--- config.mk ---
export PLATFORM = sky130hd
export DESIGN_NAME = dla_noc_packetizer
export DESIGN_NICKNAME = d
export VERILOG_FILES = /design/src/rtl/dla_noc_packetizer_pkg.sv /design/src/rtl/dla_noc_packetizer.sv
export SDC_FILE = /design/constraint.sdc
export NUM_CORES = 1
export LEC_CHECK = 0
export CORE_UTILIZATION = 43
export CTS_CLUSTER_SIZE = 20
export DETAILED_ROUTE_END_ITERATION = 8
export PLACE_DENSITY_LB_ADDON = 0.08
export RECOVER_POWER = 100
export SKIP_LAST_GASP = 1
export SYNTH_ARGS = -nofsm -noshare
export SYNTH_HDL_FRONTEND = slang
export SYNTH_SLANG_ARGS = --single-unit
--- constraint.sdc ---
create_clock -name clk_dla -period 3.7 [get_ports clk_dla]
set_clock_uncertainty 0.05 [all_clocks]
set_input_delay 0.74 -clock clk_dla [delete_from_list [all_inputs] [get_ports clk_dla]]
set_output_delay 0.74 -clock clk_dla [all_outputs]
set_load 0.02 [all_outputs]
--- src/rtl/dla_noc_packetizer_pkg.sv ---
// Shared NoC definitions: flit geometry, destination field widths and flit labels.
package dla_noc_packetizer_pkg;

  localparam int FLIT_DATA_SIZE   = 32;
  localparam int FLIT_LABEL_SIZE  = 2;
  localparam int FLIT_TOTAL_SIZE  = FLIT_DATA_SIZE + FLIT_LABEL_SIZE;
  localparam int DEST_ADDR_SIZE_X = 4;
  localparam int DEST_ADDR_SIZE_Y = 4;
  localparam int DEST_ADDR_SIZE_L = 3;
  localparam int HEAD_PL_SIZE     = DEST_ADDR_SIZE_X + DEST_ADDR_SIZE_Y + 2;

  typedef enum logic [FLIT_LABEL_SIZE-1:0] {
    HEAD     = 2'd0,
    BODY     = 2'd1,
    TAIL     = 2'd2,
    HEADTAIL = 2'd3
  } flit_label_t;

endpackage

--- src/rtl/dla_noc_packetizer.sv ---
// Turns packet requests and a payload word stream into NoC flits written to the
// DLA-to-router async FIFO. Grant messages are a single HEADTAIL flit.
module dla_noc_packetizer
  import dla_noc_packetizer_pkg::*;
#(
  parameter int LEN_W = 8
) (
  input  logic                        clk_dla,
  input  logic                        rst_dla,
  input  logic                        req_vld,
  output logic                        req_rdy,
  input  logic                        req_type,
  input  logic [DEST_ADDR_SIZE_X-1:0] req_dest_x,
  input  logic [DEST_ADDR_SIZE_Y-1:0] req_dest_y,
  input  logic [DEST_ADDR_SIZE_L-1:0] req_dest_l,
  input  logic [LEN_W-1:0]            req_len,
  input  logic [HEAD_PL_SIZE-1:0]     req_gnt_pl,
  input  logic                        dat_vld,
  output logic                        dat_rdy,
  input  logic [FLIT_DATA_SIZE-1:0]   dat_data,
  input  logic                        wbuf_full,
  input  logic                        wbuf_afull,
  output logic                        wbuf_wen,
  output logic [FLIT_TOTAL_SIZE-1:0]  wbuf_wdata,
  output logic                        busy,
  output logic                        err_len0
);

  typedef enum logic [1:0] {
    ST_IDLE = 2'd0,
    ST_HEAD = 2'd1,
    ST_BODY = 2'd2
  } state_t;

  state_t                      state_q, state_d;
  logic [LEN_W-1:0]            cnt_q, cnt_d;
  logic                        type_q, type_d;
  logic [DEST_ADDR_SIZE_X-1:0] x_q, x_d;
  logic [DEST_ADDR_SIZE_Y-1:0] y_q, y_d;
  logic [DEST_ADDR_SIZE_L-1:0] l_q, l_d;
  logic [HEAD_PL_SIZE-1:0]     gnt_q, gnt_d;
  logic                        err_q, err_d;
  logic                        idle_rdy;
  flit_label_t                 lbl;
  logic [FLIT_DATA_SIZE-1:0]   flit_data;

  // Almost-full is status only; the packetizer stalls on full alone.
  logic unused_afull;
  assign unused_afull = wbuf_afull;

  function automatic logic [FLIT_DATA_SIZE-1:0] fmt_head(
    input logic [DEST_ADDR_SIZE_X-1:0] x,
    input logic [DEST_ADDR_SIZE_Y-1:0] y,
    input logic [DEST_ADDR_SIZE_L-1:0] l,
    input logic [HEAD_PL_SIZE-1:0]     pl
  );
    logic [FLIT_DATA_SIZE-1:0] h;
    h = '0;
    h[0 +: DEST_ADDR_SIZE_L] = l;
    h[DEST_ADDR_SIZE_L +: DEST_ADDR_SIZE_Y] = y;
    h[DEST_ADDR_SIZE_L+DEST_ADDR_SIZE_Y +: DEST_ADDR_SIZE_X] = x;
    h[DEST_ADDR_SIZE_L+DEST_ADDR_SIZE_Y+DEST_ADDR_SIZE_X +: HEAD_PL_SIZE] = pl;
    return h;
  endfunction

  always_ff @(posedge clk_dla or posedge rst_dla) begin
    if (rst_dla) begin
      state_q <= ST_IDLE;
      cnt_q   <= '0;
      type_q  <= 1'b0;
      x_q     <= '0;
      y_q     <= '0;
      l_q     <= '0;
      gnt_q   <= '0;
      err_q   <= 1'b0;
    end else begin
      state_q <= state_d;
      cnt_q   <= cnt_d;
      type_q  <= type_d;
      x_q     <= x_d;
      y_q     <= y_d;
      l_q     <= l_d;
      gnt_q   <= gnt_d;
      err_q   <= err_d;
    end
  end

  always_comb begin
    state_d   = state_q;
    cnt_d     = cnt_q;
    type_d    = type_q;
    x_d       = x_q;
    y_d       = y_q;
    l_d       = l_q;
    gnt_d     = gnt_q;
    err_d     = 1'b0;
    idle_rdy  = 1'b0;
    dat_rdy   = 1'b0;
    busy      = 1'b0;
    wbuf_wen  = 1'b0;
    lbl       = HEAD;
    flit_data = '0;
    unique case (state_q)
      ST_IDLE: begin
        idle_rdy = 1'b1;
        if (req_vld) begin
          type_d = req_type;
          x_d    = req_dest_x;
          y_d    = req_dest_y;
          l_d    = req_dest_l;
          gnt_d  = req_gnt_pl;
          cnt_d  = req_len;
          // Empty data packets are swallowed and flagged rather than sent.
          if (!req_type && (req_len == '0)) err_d = 1'b1;
          else                               state_d = ST_HEAD;
        end
      end
      ST_HEAD: begin
        busy      = 1'b1;
        lbl       = type_q ? HEADTAIL : HEAD;
        flit_data = fmt_head(x_q, y_q, l_q, type_q ? gnt_q : '0);
        wbuf_wen  = !wbuf_full;
        if (!wbuf_full) state_d = type_q ? ST_IDLE : ST_BODY;
      end
      ST_BODY: begin
        busy      = 1'b1;
        dat_rdy   = !wbuf_full;
        lbl       = (cnt_q == LEN_W'(1)) ? TAIL : BODY;
        flit_data = dat_data;
        if (dat_vld && !wbuf_full) begin
          wbuf_wen = 1'b1;
          if (cnt_q != '0) cnt_d = cnt_q - LEN_W'(1);
          if (cnt_q <= LEN_W'(1)) state_d = ST_IDLE;
        end
      end
      default: state_d = ST_IDLE;
    endcase
  end

  assign wbuf_wdata = {lbl, flit_data};
  assign req_rdy    = idle_rdy & ~rst_dla;
  assign err_len0   = err_q;

endmodule

==> Implementation_results.wiki <==
{| class="wikitable"
! Metric !! Value
|-
| Flip-flop and latch count after synthesis || 33
|-
| FMAX || 297 MHz
|-
| Share of cell area taken by muxes after synthesis || 0.128
|-
| Synth Area in Adders || 0.0300
|-
| Synthesized area per cell || 10.1 um2
|-
| DR WL/cell || 15.4 um
|-
| Number of filler instances in the final layout || 351
|-
| Most common cell after layout, fill and taps aside || sky130_fd_sc_hd__clkdlybuf4s50_1
|-
| Main area contributors after synthesis || sky130_fd_sc_hd__dfrtp_1 (40%), sky130_fd_sc_hd__mux2_2 (12%), sky130_fd_sc_hd__a22oi_1 (7.6%)
|-
| Share of final-layout standard cells stronger than drive strength 1 || 0.129
|-
| Total number of vias || 2027
|-
| Post-synth ARST share || 1.00
|-
| Total iterations of the first detailed-routing run || 5
|-
| Relative area change from synthesis to final layout || 56.6%
|-
| Number of hold violations in the final report || 0
|-
| Synthesized-area fraction occupied by xor and xnor cells || 0.00420
|-
| Worst reg2reg path startpoint || state_q[0]$_DFFE_PP0P_
|-
| Count of standard-cell rows || 24
|-
| Number of different library cells in the post-synthesis netlist || 47
|-
| Hold_sp || gnt_q[7]$_DFFE_PP0P_
|-
| Highest-count cells in the layout ignoring fill and taps || sky130_fd_sc_hd__clkdlybuf4s50_1 (68), sky130_fd_sc_hd__dlygate4sd3_1 (37), sky130_fd_sc_hd__dfrtp_1 (33)
|-
| Power, Total || 0.00245 W
|-
| Number of cells upsized or downsized after cts || 0
|-
| Transition time at the pin with the least slew margin || 1.74 ns
|-
| GP Congestion || 0.803
|-
| Ant diodes || 0
|-
| Data arrival, critical path || 2.57 ns
|-
| Post-route insts no fill || 363
|-
| H-tree depth reported by CTS || 2
|-
| Grt total ovfl || 0
|-
| Global-route wire length before repair || 9030 um
|-
| Synth warn || 0
|-
| Total wirelength of the detailed-routed design || 5600 um
|-
| Number of instances in the synthesized netlist || 206
|-
| Hold buffer count at cts || 0
|-
| Final HPWL DP || 4140 um
|-
| Kind of start point of the critical path || register
|-
| Total track usage || 0.226
|-
| Data required time at the worst endpoint || 2.91 ns
|-
| Number of buffers created by CTS || 5
|-
| DR DRC count || 0
|-
| DR vias/cell || 5.58
|-
| Final setup fails || 0
|-
| Area share of the largest cell type after synthesis || 0.396
|-
| Multi-input logic area || 1160 um2
|-
| Footprint of the flip-flops and latches || 826 um2
|-
| Setup repair after global routing missed its margin || no
|-
| Result of the run || finished with violations
|-
| TNS Setup || 0 ns
|-
| Number of enable-type register cells in the synthesized netlist || 0
|-
| Synth Area in Simple Gates || 0.216
|-
| Crit Path Max Fanout || 22
|-
| Chip height || 71.7 um
|-
| Total count of max-transition violations in the final report || 34
|-
| Max cap viols || 1
|-
| Initial Util || 0.463
|-
| Final period demand of the worst path || 3.36 ns
|-
| Power per cell area || 749 nW/um2
|-
| Clock insertion delay at the later pin of the skew report || 0.28 ns
|-
| Largest net degree at the start of global routing || 34
|-
| Mapped Area || 2090 um2
|-
| Number of nets with antenna violations after routing || 0
|-
| Antenna violations before repair || 0
|-
| Full die area || 5140 um2
|-
| Min-Delay Path Class || reg2reg
|-
| Number of top-level design ports || 107
|-
| Rel. slew slack || -0.161
|-
| Clock root buffer master || sky130_fd_sc_hd__clkbuf_8
|-
| Clock sinks || 33
|-
| Sequential cell area fraction in the yosys report || 0.396
|-
| Number of nets in the layout || 383
|-
| Largest area contributor in the synthesized netlist || sky130_fd_sc_hd__dfrtp_1
|-
| CTS clock-pin slew for the worst setup and hold paths || 0.07 ns
|-
| Failing checks || max-capacitance violations, max-slew violations
|-
| Worst setup path startpoint || state_q[0]$_DFFE_PP0P_
|-
| Core area || 4500 um2
|-
| Post-CTS setup buffers || 0
|-
| Initial DRC Count || 136
|-
| Bufs on Longest Clock Path || 2
|-
| Combinational family with the most area after synthesis || simple AND/OR/NAND/NOR gates
|-
| Horizontal die dimension || 71.7 um
|-
| # port buffers || 105
|-
| Critical Path End Type || output pin
|-
| Placed cell count || 355
|-
| TritonCTS clock tree || built
|-
| Top FF cell, synth || sky130_fd_sc_hd__dfrtp_1
|-
| Compound-cell area share of the yosys netlist || 0.186
|-
| Type of the worst setup path || reg2out
|-
| Maximum vdd ir drop || 0.000392 V
|-
| Leakage power summed over all cells || 1.36 nW
|-
| Number of global-route vias before repair || 1969
|-
| Synth Net Count || 279
|-
| Post-route clock period utilization || 0.909
|}
synthesized netlist by cell type (2+ instances only):
master	instances
sky130_fd_sc_hd__a21oi_1	6
sky130_fd_sc_hd__a22oi_1	21
sky130_fd_sc_hd__a31oi_1	6
sky130_fd_sc_hd__and2_1	12
sky130_fd_sc_hd__buf_2	7
sky130_fd_sc_hd__clkbuf_1	4
sky130_fd_sc_hd__dfrtp_1	33
sky130_fd_sc_hd__ha_1	5
sky130_fd_sc_hd__inv_1	7
sky130_fd_sc_hd__mux2_2	22
sky130_fd_sc_hd__mux2i_1	2
sky130_fd_sc_hd__nand2_1	5
sky130_fd_sc_hd__nand2b_1	2
sky130_fd_sc_hd__nand3_1	5
sky130_fd_sc_hd__nor2_1	7
sky130_fd_sc_hd__nor2b_1	23
sky130_fd_sc_hd__nor3_1	2
sky130_fd_sc_hd__nor3b_1	2
sky130_fd_sc_hd__nor4_1	2
sky130_fd_sc_hd__o211ai_1	2
sky130_fd_sc_hd__o21ai_0	2
sky130_fd_sc_hd__o21ai_1	3
sky130_fd_sc_hd__o31ai_1	2
layout make-up:
| class | count | area share |
|---|---|---|
| multi-input cells | 154 | 0.356 |
| repair buffers | 109 | 0.328 |
| flip-flops and latches | 33 | 0.253 |
| clock buffers | 7 | 0.0264 |
| well taps | 52 | 0.0199 |
| clock inverters | 1 | 0.00919 |
| inverters | 7 | 0.00804 |
stage by stage:
stage / area, um2 / hold WS [ns] / utilization / setup WS (ns)
2_1_floorplan: 2090 / 0.430 / - / 1.29
3_3_place_gp: 3180 / 0.438 / 0.706 / 0.734
3_5_place_dp: 3180 / 0.447 / 0.706 / 0.719
4_1_cts: 3290 / 0.464 / 0.731 / 0.384
5_1_grt: 3270 / 0.476 / 0.726 / 0.119
6_report: 3270 / 0.462 / 0.726 / 0.337
worst max-delay path, cell delays in order (launching register included):
cell and delay (ns):
sky130_fd_sc_hd__dfrtp_1 0.40, sky130_fd_sc_hd__inv_1 0.10, sky130_fd_sc_hd__ha_2 0.46, sky130_fd_sc_hd__clkbuf_2 0.36, sky130_fd_sc_hd__a22oi_1 0.14, sky130_fd_sc_hd__nor2b_1 0.13, sky130_fd_sc_hd__dlygate4sd3_1 0.69
power breakdown:
| group | internal, W | total, W | switching (W) |
|---|---|---|---|
| Clock | 0.000220 | 0.000352 | 0.000133 |
| Combinational | 0.000687 | 0.00142 | 0.000730 |
| Sequential | 0.000542 | 0.000680 | 0.000138 |
kinds of logic after synthesis:
| kind of cell | after synthesis |
|---|---|
| AO/OA/AOI/OAI | 52 |
| multiplexers | 24 |
| adder cells (fa/ha/maj) | 5 |
| flip-flops | 33 |
| XOR/XNOR | 1 |
| AND/OR/NAND/NOR | 72 |
| buffers and inverters | 19 |
layer usage:
layer,GRT usage,wire length [um],vias up
li1,-,-,962
met1,0.268,2270,962
met2,0.394,2720,99
met3,0.0788,574,4
met4,0.0523,28,0
met5,0,0,-
sequential cells by signal, indices dropped and copies added (netlist names):
signal and cells:
type_q 1, gnt_q 10, err_len0 1, l_q 3, state_q 2, cnt_q 8
y_q 4, x_q 4
path summary, 6_finish.rpt:
path	end	slack, ns	depth (start not counted)
max reg2reg	cnt_q[7]$_DFFE_PP0P_	1.19	6
min	gnt_q[7]$_DFFE_PP0P_	0.46	1
min in group asynchronous	l_q[2]$_DFFE_PP0P_	1.49	3
max in group asynchronous	cnt_q[4]$_DFFE_PP0P_	1.11	3
max	wbuf_wdata[16]	0.34	6
min reg2reg	gnt_q[7]$_DFFE_PP0P_	0.46	1
Note: power is estimated with default switching activity, not from simulation.
